File: src/rtl/digit_scanner.sv
// ---------------------------------------------------------------------------
// digit_scanner
//
// Time-multiplexed driver for a multi-digit display. One digit is lit at a
// time. A three-level counter chain paces the scan:
//   tick counter (0..DIV-1) -> sub counter (0..15) -> slot index.
// The sub counter doubles as the PWM phase that sets brightness. New digit
// codes are staged and only copied into the displayed (shadow) register at a
// frame boundary, so a frame never shows a mix of old and new digits.
//
// Ports
//   clk         single clock, rising edge
//   rst         synchronous, active-high reset
//   digits_in   packed digit codes; digit 0 sits in the low DIGIT_W bits
//   load        capture digits_in (applied at the next frame boundary)
//   enable      1 = scan, 0 = display off
//   blank_lz    suppress leading zero digits (digit 0 always shown)
//   brightness  PWM duty code, duty = (brightness+1)/16
//   digitout    registered code of the active digit
//   cs          registered digit selects, at most one active
//   frame_done  one-cycle pulse on the last cycle of each frame
// ---------------------------------------------------------------------------
module digit_scanner #(
   parameter int NUM_DIGITS = 4,
   parameter int DIGIT_W    = 4,
   parameter int DIV        = 3125,
   parameter bit CS_ACTIVE  = 1'b1
) (
   input  logic                          clk,
   input  logic                          rst,
   input  logic [NUM_DIGITS*DIGIT_W-1:0] digits_in,
   input  logic                          load,
   input  logic                          enable,
   input  logic                          blank_lz,
   input  logic [3:0]                    brightness,
   output logic [DIGIT_W-1:0]            digitout,
   output logic [NUM_DIGITS-1:0]         cs,
   output logic                          frame_done
);

   localparam int TW = (DIV > 1) ? $clog2(DIV) : 1;
   localparam int SW = $clog2(NUM_DIGITS);
   localparam logic [TW-1:0] TICK_LAST = TW'(DIV - 1);
   localparam logic [SW-1:0] SLOT_LAST = SW'(NUM_DIGITS - 1);

   typedef enum logic {OFF, SCAN} state_t;

   state_t state;
   state_t next_state;

   logic [TW-1:0] tick;
   logic [3:0]    sub;
   logic [SW-1:0] slot;

   logic [NUM_DIGITS*DIGIT_W-1:0] staging;
   logic [NUM_DIGITS*DIGIT_W-1:0] shadow;
   logic                          pending;

   logic [DIGIT_W-1:0]    dig [NUM_DIGITS];
   logic [NUM_DIGITS-1:0] supp;
   logic                  higher_zero;
   logic [NUM_DIGITS-1:0] cs_next;

   logic scanning;
   logic tick_end;
   logic sub_end;
   logic slot_end;
   logic wrap;
   logic lit;

   // State register: the display is either dark or scanning.
   always_ff @(posedge clk) begin
      if (rst) begin
         state <= OFF;
      end else begin
         state <= next_state;
      end
   end

   // Next state follows enable directly; leaving SCAN takes effect at the
   // same edge that samples enable low.
   always_comb begin
      next_state = state;
      if (enable) begin
         next_state = SCAN;
      end else begin
         next_state = OFF;
      end
   end

   // Scanning requires both the registered state and the live enable, so
   // the selects go dark on the very edge that sees enable drop. The wrap
   // strobe marks the final cycle of the last slot in a frame.
   always_comb begin
      scanning = (state == SCAN) && enable;
      tick_end = (tick == TICK_LAST);
      sub_end  = tick_end && (sub == 4'hF);
      slot_end = (slot == SLOT_LAST);
      wrap     = scanning && sub_end && slot_end;
   end

   // Counter chain. Anything other than active scanning parks all counters
   // at zero so a restart always begins at slot 0, sub 0.
   always_ff @(posedge clk) begin
      if (rst || !scanning) begin
         tick <= '0;
         sub  <= '0;
         slot <= '0;
      end else begin
         if (tick_end) begin
            tick <= '0;
            sub  <= sub + 4'd1;
         end else begin
            tick <= tick + TW'(1);
         end
         if (sub_end) begin
            slot <= slot_end ? '0 : slot + SW'(1);
         end
      end
   end

   // Double-buffered digit storage. Loads land in staging; staging moves to
   // shadow only at a frame boundary or while the display is off. A load on
   // the boundary cycle itself bypasses staging and is displayed next frame.
   always_ff @(posedge clk) begin
      if (rst) begin
         staging <= '0;
         shadow  <= '0;
         pending <= 1'b0;
      end else if ((state == OFF) || wrap) begin
         if (load) begin
            staging <= digits_in;
            shadow  <= digits_in;
         end else if (pending) begin
            shadow  <= staging;
         end
         pending <= 1'b0;
      end else if (load) begin
         staging <= digits_in;
         pending <= 1'b1;
      end
   end

   // Unpack the shadow register and work out which digits are leading
   // zeros, scanning from the most significant digit downwards.
   always_comb begin
      higher_zero = 1'b1;
      supp        = '0;
      for (int i = NUM_DIGITS - 1; i >= 0; i--) begin
         dig[i]      = shadow[i*DIGIT_W +: DIGIT_W];
         higher_zero = higher_zero && (dig[i] == '0);
         supp[i]     = blank_lz && higher_zero && (i != 0);
      end
   end

   // Lit decision and the select pattern for the current slot.
   always_comb begin
      lit     = scanning && (sub <= brightness) && !supp[slot];
      cs_next = '0;
      for (int i = 0; i < NUM_DIGITS; i++) begin
         cs_next[i] = (lit && (slot == SW'(i))) ? CS_ACTIVE : ~CS_ACTIVE;
      end
   end

   // Output register: one clock behind the counters, glitch-free selects.
   always_ff @(posedge clk) begin
      if (rst) begin
         digitout   <= '0;
         cs         <= {NUM_DIGITS{~CS_ACTIVE}};
         frame_done <= 1'b0;
      end else begin
         digitout   <= dig[slot];
         cs         <= cs_next;
         frame_done <= wrap;
      end
   end

endmodule

File: config.mk
export PLATFORM = sky130hd
export DESIGN_NAME = digit_scanner
export DESIGN_NICKNAME = d
export VERILOG_FILES = /design/src/rtl/digit_scanner.sv
export SDC_FILE = /design/constraint.sdc
export NUM_CORES = 1
export LEC_CHECK = 0
export ABC_AREA = 1
export BUFFER_PORTS_ARGS = -buffer_cell sky130_fd_sc_hd__buf_2
export CAP_MARGIN = 15
export CORE_MARGIN = 2
export CORE_UTILIZATION = 60
export CTS_BUF_LIST = sky130_fd_sc_hd__clkbuf_4 sky130_fd_sc_hd__clkbuf_8
export CTS_CLUSTER_DIAMETER = 120
export CTS_CLUSTER_SIZE = 28
export DETAILED_ROUTE_END_ITERATION = 12
export PLACE_DENSITY = 0.79
export SETUP_SLACK_MARGIN = 0.1
export SYNTH_ARGS = -nofsm -noshare
export SYNTH_HDL_FRONTEND = slang
export SYNTH_SLANG_ARGS = --single-unit
File: constraint.sdc
create_clock -name clk -period 2.8 [get_ports clk]
set_clock_uncertainty 0.1 [all_clocks]
set_input_delay 0.28 -clock clk [delete_from_list [all_inputs] [get_ports clk]]
set_output_delay 0.28 -clock clk [all_outputs]
set_load 0.02 [all_outputs]
Yosys cells after proc, flatten, opt, wreduce, memory -nomap -nowiden

Cells that the tools add are included.

Bitwise logic cells: 2
Equal/unequal tests: 5
$add $sub $neg: 3
$lt $le $gt $ge: 3
Reductions and logical operators: 27
Mux-type cells: 13

Operators by type and width:

| kind                    | count |
|---|---|
| $mux W16                | 2 |
| $logic_and A1 B1 Y1     | 15 |
| $add A12 B1 Y12 const B | 1 |
| $eq A12 B12 Y1 const B  | 1 |
| $logic_not A4 Y1        | 3 |
| $bmux W4 S2             | 1 |
| $mux W4                 | 2 |
| $mux W1                 | 6 |
| $add A4 B1 Y4 const B   | 1 |
| $eq A2 B2 Y1 const B    | 2 |
| $eq A4 B4 Y1 const B    | 1 |
| $le A4 B4 Y1            | 1 |
| $reduce_or A2 Y1        | 2 |
| $ge A3 B3 Y1 const B    | 1 |
| $lt A2 B3 Y1 const B    | 1 |
| $not A2 Y3              | 1 |
| $add A2 B1 Y2 const B   | 1 |
| $bmux W1 S2             | 1 |
| $eq A2 B1 Y1 const B    | 1 |
| $logic_not A1 Y1        | 2 |
| $logic_not A2 Y1        | 1 |
| $logic_or A1 B1 Y1      | 2 |
| $mux W2                 | 1 |
| $reduce_and A2 Y1       | 1 |
| 2 further kinds         | 2 |

Input bits: 25
Word-level logic and storage cells: 63
Register bits: 61

Logic depth before layout (Yosys ltp)

Gate-level depths: netlist of run 1.

Depth after elaboration: 10
Mapped depth: 10

Worst setup path after synthesis of run 1

OpenSTA, ideal clock, no wires.

Path type: register to register
Start: register tick[0]
End: register shadow[2]
Library setup time: 115 ps
Data arrival time: 1277 ps
Data required time: 2585 ps
Path buffers: 1
Cell stages (with the launch flop): 11
Clock period less this slack: 1492 ps
Slack: 1308 ps
Path through: dfxtp_1 -> inv_1 -> ha_1 -> nand3_1 -> nor2_2 -> nand4_2 -> nand2_4 -> buf_6 -> nand3_1 -> nand2_1 -> nor2_1

Longest elaborated chain between the ends: 6

RTL lines:

| what                              | RTL line | RTL |
|---|---|---|
| start, declared                   | 51       | `logic [TW-1:0] tick;` |
| start signal, assigned            | 114      | `tick <= tick + TW'(1);` |
| $eq A12 B12 Y1                    | 96       | `tick_end = (tick == TICK_LAST);` |
| $logic_and A1 B1 Y1               | 97       | `sub_end = tick_end && (sub == 4'hF);` |
| $logic_and A1 B1 Y1 (2 in series) | 99       | `wrap = scanning && sub_end && slot_end;` |
| $logic_or A1 B1 Y1                | 130      | `end else if ((state == OFF) \|\| wrap) begin` |
| $reduce_and A2 Y1 (no line)       | --       |  |
| end signal, assigned              | 133      | `shadow <= digits_in;` |
| end signal, assigned              | 135      | `shadow <= staging;` |
| end, declared                     | 56       | `logic [NUM_DIGITS*DIGIT_W-1:0] shadow;` |

No other way between the ends.
A chain may end at the register's enable or synchronous reset.

Worst setup path after layout of run 1

Start: register slot[0]
End: register shadow[13]

Longest elaborated chain between the ends: 4

RTL lines:

| what                        | RTL line | RTL |
|---|---|---|
| start, declared             | 53       | `logic [SW-1:0] slot;` |
| start signal, assigned      | 117      | `slot <= slot_end ? '0 : slot + SW'(1);` |
| $eq A2 B2 Y1                | 98       | `slot_end = (slot == SLOT_LAST);` |
| $logic_and A1 B1 Y1         | 99       |  |
| $logic_or A1 B1 Y1          | 130      |  |
| $reduce_and A2 Y1 (no line) | --       |  |

No other way between the ends.

==> results of run 1 <==
[final timing paths]
check                             start          to  slack, ps  cells after the start
worst min register to register  tick[0]     tick[0]        370                      1
worst max register to register  slot[0]  shadow[13]        850                      8
worst max-delay path            slot[0]  shadow[13]        850                      8
worst min-delay path             enable       state         70                      3
[routing by layer]
layer / share of wire, % / up-vias / global-route usage [%]
met5: 0 / - / 0
met4: 1.9 / 0 / 12.8
met3: 5.1 / 9 / 5.20
met2: 44 / 68 / 35.1
met1: 49 / 1033 / 31.3
li1: - / 1204 / -
[worst register-to-register path, cell delays in order, from the launching register on]
cell and delay, ps:
dfxtp_1 570, ha_1 240, inv_1 70, nor2_1 140, nand4_2 140, nand2_4 290
nand3_1 130, nand2_1 90, nor2_1 70
[state kept, by name, indices dropped and copies added (netlist names)]
| signal | flops |
|---|---|
| shadow | 16 |
| cs | 4 |
| digitout | 4 |
| slot | 2 |
| frame_done | 1 |
| pending | 1 |
| staging | 16 |
| sub | 4 |
| state | 1 |
| tick | 12 |
[per-stage QoR]
step | cells | area, um2
final | 436 | 3150
after global routing | 436 | 3150
after CTS | 436 | 3150
after detailed placement | 420 | 2890
after global placement | 420 | 2890
after floorplan | 348 | 2760
[synth_stat cells (all sizes together)]
cell type	number	share of area, %
a21boi	1	0.27
a21oi	38	7.4
buf	9	3.0
clkbuf	5	1.0
clkinv	2	0.27
dfxtp	61	44
ha	11	5.0
inv	32	4.3
mux2i	16	5.8
nand2	48	6.9
nand3	26	4.7
nand4	3	0.91
nor2	59	8.3
nor3	9	1.6
nor3b	1	0.27
nor4	3	0.68
o211ai	1	0.27
o21ai	16	2.9
or2	2	0.45
xor2	5	1.6
[report_power, final]
group | internal [mW] | switching, mW
Clock | 0.675 | 0.334
Sequential | 0.905 | 0.0194
Combinational | 0.0624 | 0.0936
[layout make-up]
cell class / count / area [um2]
multi-input combinational: 239 / 1300
fill: 360 / 1230
sequential: 61 / 1220
clock buffer: 13 / 173
timing repair buffer: 34 / 173
inverter: 34 / 128
clock inverter: 3 / 90.1
tap: 52 / 65.1
[kinds of logic after synthesis]
group | count (synthesis)
adders and majority gates | 11
DFF | 61
AOI/OAI and AO/OA | 56
and+or+nand+nor | 151
xor gates and xnor gates | 5
muxes | 16
buffers and inverters | 48
==> flow_metrics.py, run 1 <==
metrics = {
    "outcome": {
        "status": "completed",
    },
    "routing": {
        "drtIter0Drc": 148,
        "routed_via_density": 5.31,
        "first_pass_iters": 4,
        "vias": 2314,
        "drt-wirelength-per-cell_um": 12.6,
        "drtAntennaViolNets": 0,
        "drc": 0,
        "drt-total-wl_mm": 5.50,
    },
    "power_and_ir_drop": {
        "pwr_density_cell_mw_per_mm2": 663,
        "fin_total_pwr_mw": 2.09,
        "leakage_nw": 1.37,
        "vdd_ir_drop_max_v": 0.000399,
    },
    "cts": {
        "cts_resized": 0,
        "postCtsHoldBufs": 0,
        "cts_num_sinks": 61,
        "tritoncts": "yes",
        "htreeDepth": 3,
        "path_clk_slew_ps": 70,
        "cts-buffers-inserted": 9,
        "cts-root-buf": "clkbuf_8",
        "clock_path_buffers": 2,
        "clk_latency_ps": 340,
        "post_cts_buffers": 0,
    },
    "layout": {
        "drive_gt1_share_pct": 16.7,
        "final_common_cell": "dfxtp_1",
        "final_cell_mix": "dfxtp_1 (61), nor2_1 (56), nand2_1 (46)",
        "nNetsFinal": 415,
        "fin_util_pct": 71.8,
        "area_delta_synth_final_pct": 14.0,
        "n_antenna_cell": 0,
    },
    "synthesis": {
        "ys_warn_count": 0,
        "synth_xor_area_share_pct": 1.59,
        "syn-num-nets": 384,
        "syn_inst": 348,
        "synth_cell_types": 31,
        "synth_simple_gate_area_share_pct": 23.8,
        "syn_area_mm2": 0.00276,
        "synth.area.mux_share_pct": 5.80,
        "synthAdderAreaFrac_pct": 4.98,
        "synth_compound_area_share_pct": 10.9,
        "synth_seq_cells": 61,
        "synth_top_family_by_area": "simple AND/OR/NAND/NOR gates",
        "ys_seq_area_share_pct": 44.2,
        "avgSynthCellArea_um2": 7.94,
    },
    "sta": {
        "period_needed_ps": 1950,
        "tns_ps": 0,
        "maxSlewViolCount": 0,
        "hold_ws_ps": 67.8,
        "fin_crit_sh_pct": 69.7,
        "rsz0062_at_grt": "no",
        "setup_viol": 0,
        "setup_slack_ps": 847,
        "finalHoldViolCount": 0,
        "slew_headroom_pct": 62.8,
        "fmax_ghz": 0.512,
        "worst_slew_pin_slew_ps": 555,
    },
    "critical_path": {
        "crit_type": "reg -> reg",
        "cp.arrival_ps": 2080,
        "critPathMaxFanout": 33,
        "cp_cell_sequence": "ha_1 -> inv_1 -> nor2_1 -> nand4_2 -> nand2_4 -> nand3_1 -> nand2_1 -> nor2_1",
        "worst_path_max_delay_cell": "dfxtp_1",
        "end_kind": "flip-flop",
        "cpMostUsedCell": "nor2_1",
        "critPathTopFamily": "simple AND/OR/NAND/NOR gates",
        "crit_buf_inv": 1,
        "worstSetupStartpointType": "flip-flop",
        "worstPathRequired_ps": 2930,
        "slowest_delay_ps": 570,
    },
    "die": {
        "row_count": 24,
        "die-height_um": 71.8,
        "io_pins": 34,
        "fp.coreArea_mm2": 0.00438,
        "die_x_um": 71.8,
        "die-area_mm2": 0.00516,
        "initial_core_util_pct": 63.0,
    },
    "grt": {
        "grt_pass1_vias": 2143,
        "grt_pass1_wl_mm": 9.36,
        "antenna_found_initial": 0,
        "grt_overflow": 0,
        "grt_max_degree": 34,
        "track_usage_pct": 23.4,
    },
    "placed_design": {
        "port_buffers": 33,
        "dp.final_hpwl_mm": 3.75,
        "pre_cts_slack_ps": 878,
        "gp_congestion": 0.811,
    },
    "min_path": {
        "hold_class": "in -> reg",
    },
    "run": {
        "drv_cap": 0,
    },
}
Power figures use the tool's default switching activity.
==> inputs of run 2 (changes only) <==
Clock period 2.8 ns to 2 ns, I/O delays scaled along.
==> flow_metrics.py, run 2 (synthesis gave the netlist of run 1 again) <==
metrics = {
    "sta": {
        "finalHoldViolCount": 0,
        "hold_ws_ps": 8.58,
        "worst_slew_pin_slew_ps": 401,
        "rsz0062_at_grt": "no",
        "setup_viol": 0,
        "period_needed_ps": 1730,
        "tns_ps": 0,
        "fin_crit_sh_pct": 86.5,
        "fmax_ghz": 0.578,
        "slew_headroom_pct": 73.0,
        "maxSlewViolCount": 0,
    },
    "die": {
        "row_count": 24,
        "io_pins": 34,
        "die-area_mm2": 0.00516,
        "fp.coreArea_mm2": 0.00438,
        "initial_core_util_pct": 63.0,
        "die-height_um": 71.8,
        "die_x_um": 71.8,
    },
    "layout": {
        "nNetsFinal": 421,
        "n_antenna_cell": 0,
        "final_common_cell": "dfxtp_1",
        "area_delta_synth_final_pct": 14.5,
        "reg.largest.list": "shadow x16, staging x16, tick x12",
        "stdcell_area_mm2": 0.00316,
        "final_cell_mix": "dfxtp_1 (61), nor2_1 (56), nand2_1 (45)",
        "drive_gt1_share_pct": 17.9,
    },
    "power_and_ir_drop": {
        "leakage_nw": 1.38,
        "pwr_density_cell_mw_per_mm2": 850,
        "vdd_ir_drop_max_v": 0.000756,
    },
    "critical_path": {
        "worstPathRequired_ps": 2140,
        "end_kind": "flip-flop",
        "ff2ff_setup_slack_ps": 270,
        "critPathMaxFanout": 33,
        "worstSetupStartpointType": "flip-flop",
        "cp.arrival_ps": 1870,
        "crit_type": "reg -> reg",
        "rr_worst_depth": 8,
    },
    "grt": {
        "track_usage_pct": 23.1,
        "grt_overflow": 0,
        "grt_pass1_vias": 2115,
        "grt_pass1_wl_mm": 9.20,
        "grt_max_degree": 34,
        "antenna_found_initial": 0,
    },
    "min_path": {
        "min_path_cells": 3,
        "hold_class": "in -> reg",
    },
    "cts": {
        "tritoncts": "yes",
        "clk_latency_ps": 350,
        "htreeDepth": 3,
        "cts_num_sinks": 61,
        "cts-buffers-inserted": 9,
        "path_clk_slew_ps": 70,
        "cts-root-buf": "clkbuf_8",
        "clock_path_buffers": 2,
    },
    "placed_design": {
        "dp.final_hpwl_mm": 3.68,
        "post_dp_cell_area_mm2": 0.00292,
        "gp_congestion": 0.834,
        "port_buffers": 33,
    },
    "run": {
        "drv_cap": 0,
    },
    "routing": {
        "routed_via_density": 5.16,
        "drt-total-wl_mm": 5.30,
        "drtIter0Drc": 172,
        "first_pass_iters": 4,
        "vias": 2281,
        "drt-wirelength-per-cell_um": 12.0,
        "drc": 0,
        "drtAntennaViolNets": 0,
    },
    "outcome": {
        "status": "completed",
    },
}
## run 2: cell type report
cell class,count,area (um2)
Inverter,34,128
Sequential cell,61,1220
Fill cell,350,1220
Timing Repair Buffer,40,220
Clock buffer,13,173
Multi-Input combinational cell,239,1310
Tap cell,52,65.1
Clock inverter,3,42.5
## run 2: repair_timing
item / in CTS / in global routing
hold buffers: 1 / 0
hold endpoints to repair: 1 / 0
setup endpoints to repair: 0 / 10
setup buffers: 0 / 0
resized for setup: 0 / 2
## run 2: power breakdown
part,switching [mW],internal (mW)
sequential,0.0265,1.27
combinational,0.130,0.0940
clock,0.480,0.689
total,0.637,2.05
## run 2: worst max-delay path, cell delays in order, from the launching register on
cell and delay [ps]:
dfxtp_1 380, ha_1 190, nand2_1 70, nor2_1 210
nand4_2 210, nand2_8 230, nand3_1 110, nand2_1 80
nor2_1 40
## run 2: final timing paths
| check | from | to |
|---|---|---|
| setup / recovery | sub[1] | shadow[10] |
| hold / removal | digits_in[11] | staging[11] |
| setup reg to reg | sub[1] | shadow[10] |
| hold reg to reg | tick[0] | tick[0] |
## run 2: through the flow
stage               util [%]  power [mW]  instances  setup WS (ps)
floorplan                  -        1.49        348            508
global route            72.1        2.78        442            124
detailed placement      66.7        1.54        425            232
global placement        66.7        1.53        425            280
finish                  72.1        2.69        442            271
CTS                     71.8        2.69        442            214
## run 2: routing by layer
layer  wire [um]  global-route usage, %  vias to the layer above
met1        2760                   32.3                     1004
met2        2170                   32.6                       60
met5           0                      0                        -
li1            -                      -                     1209
met4          91                   9.85                        0
met3         283                   8.02                        8
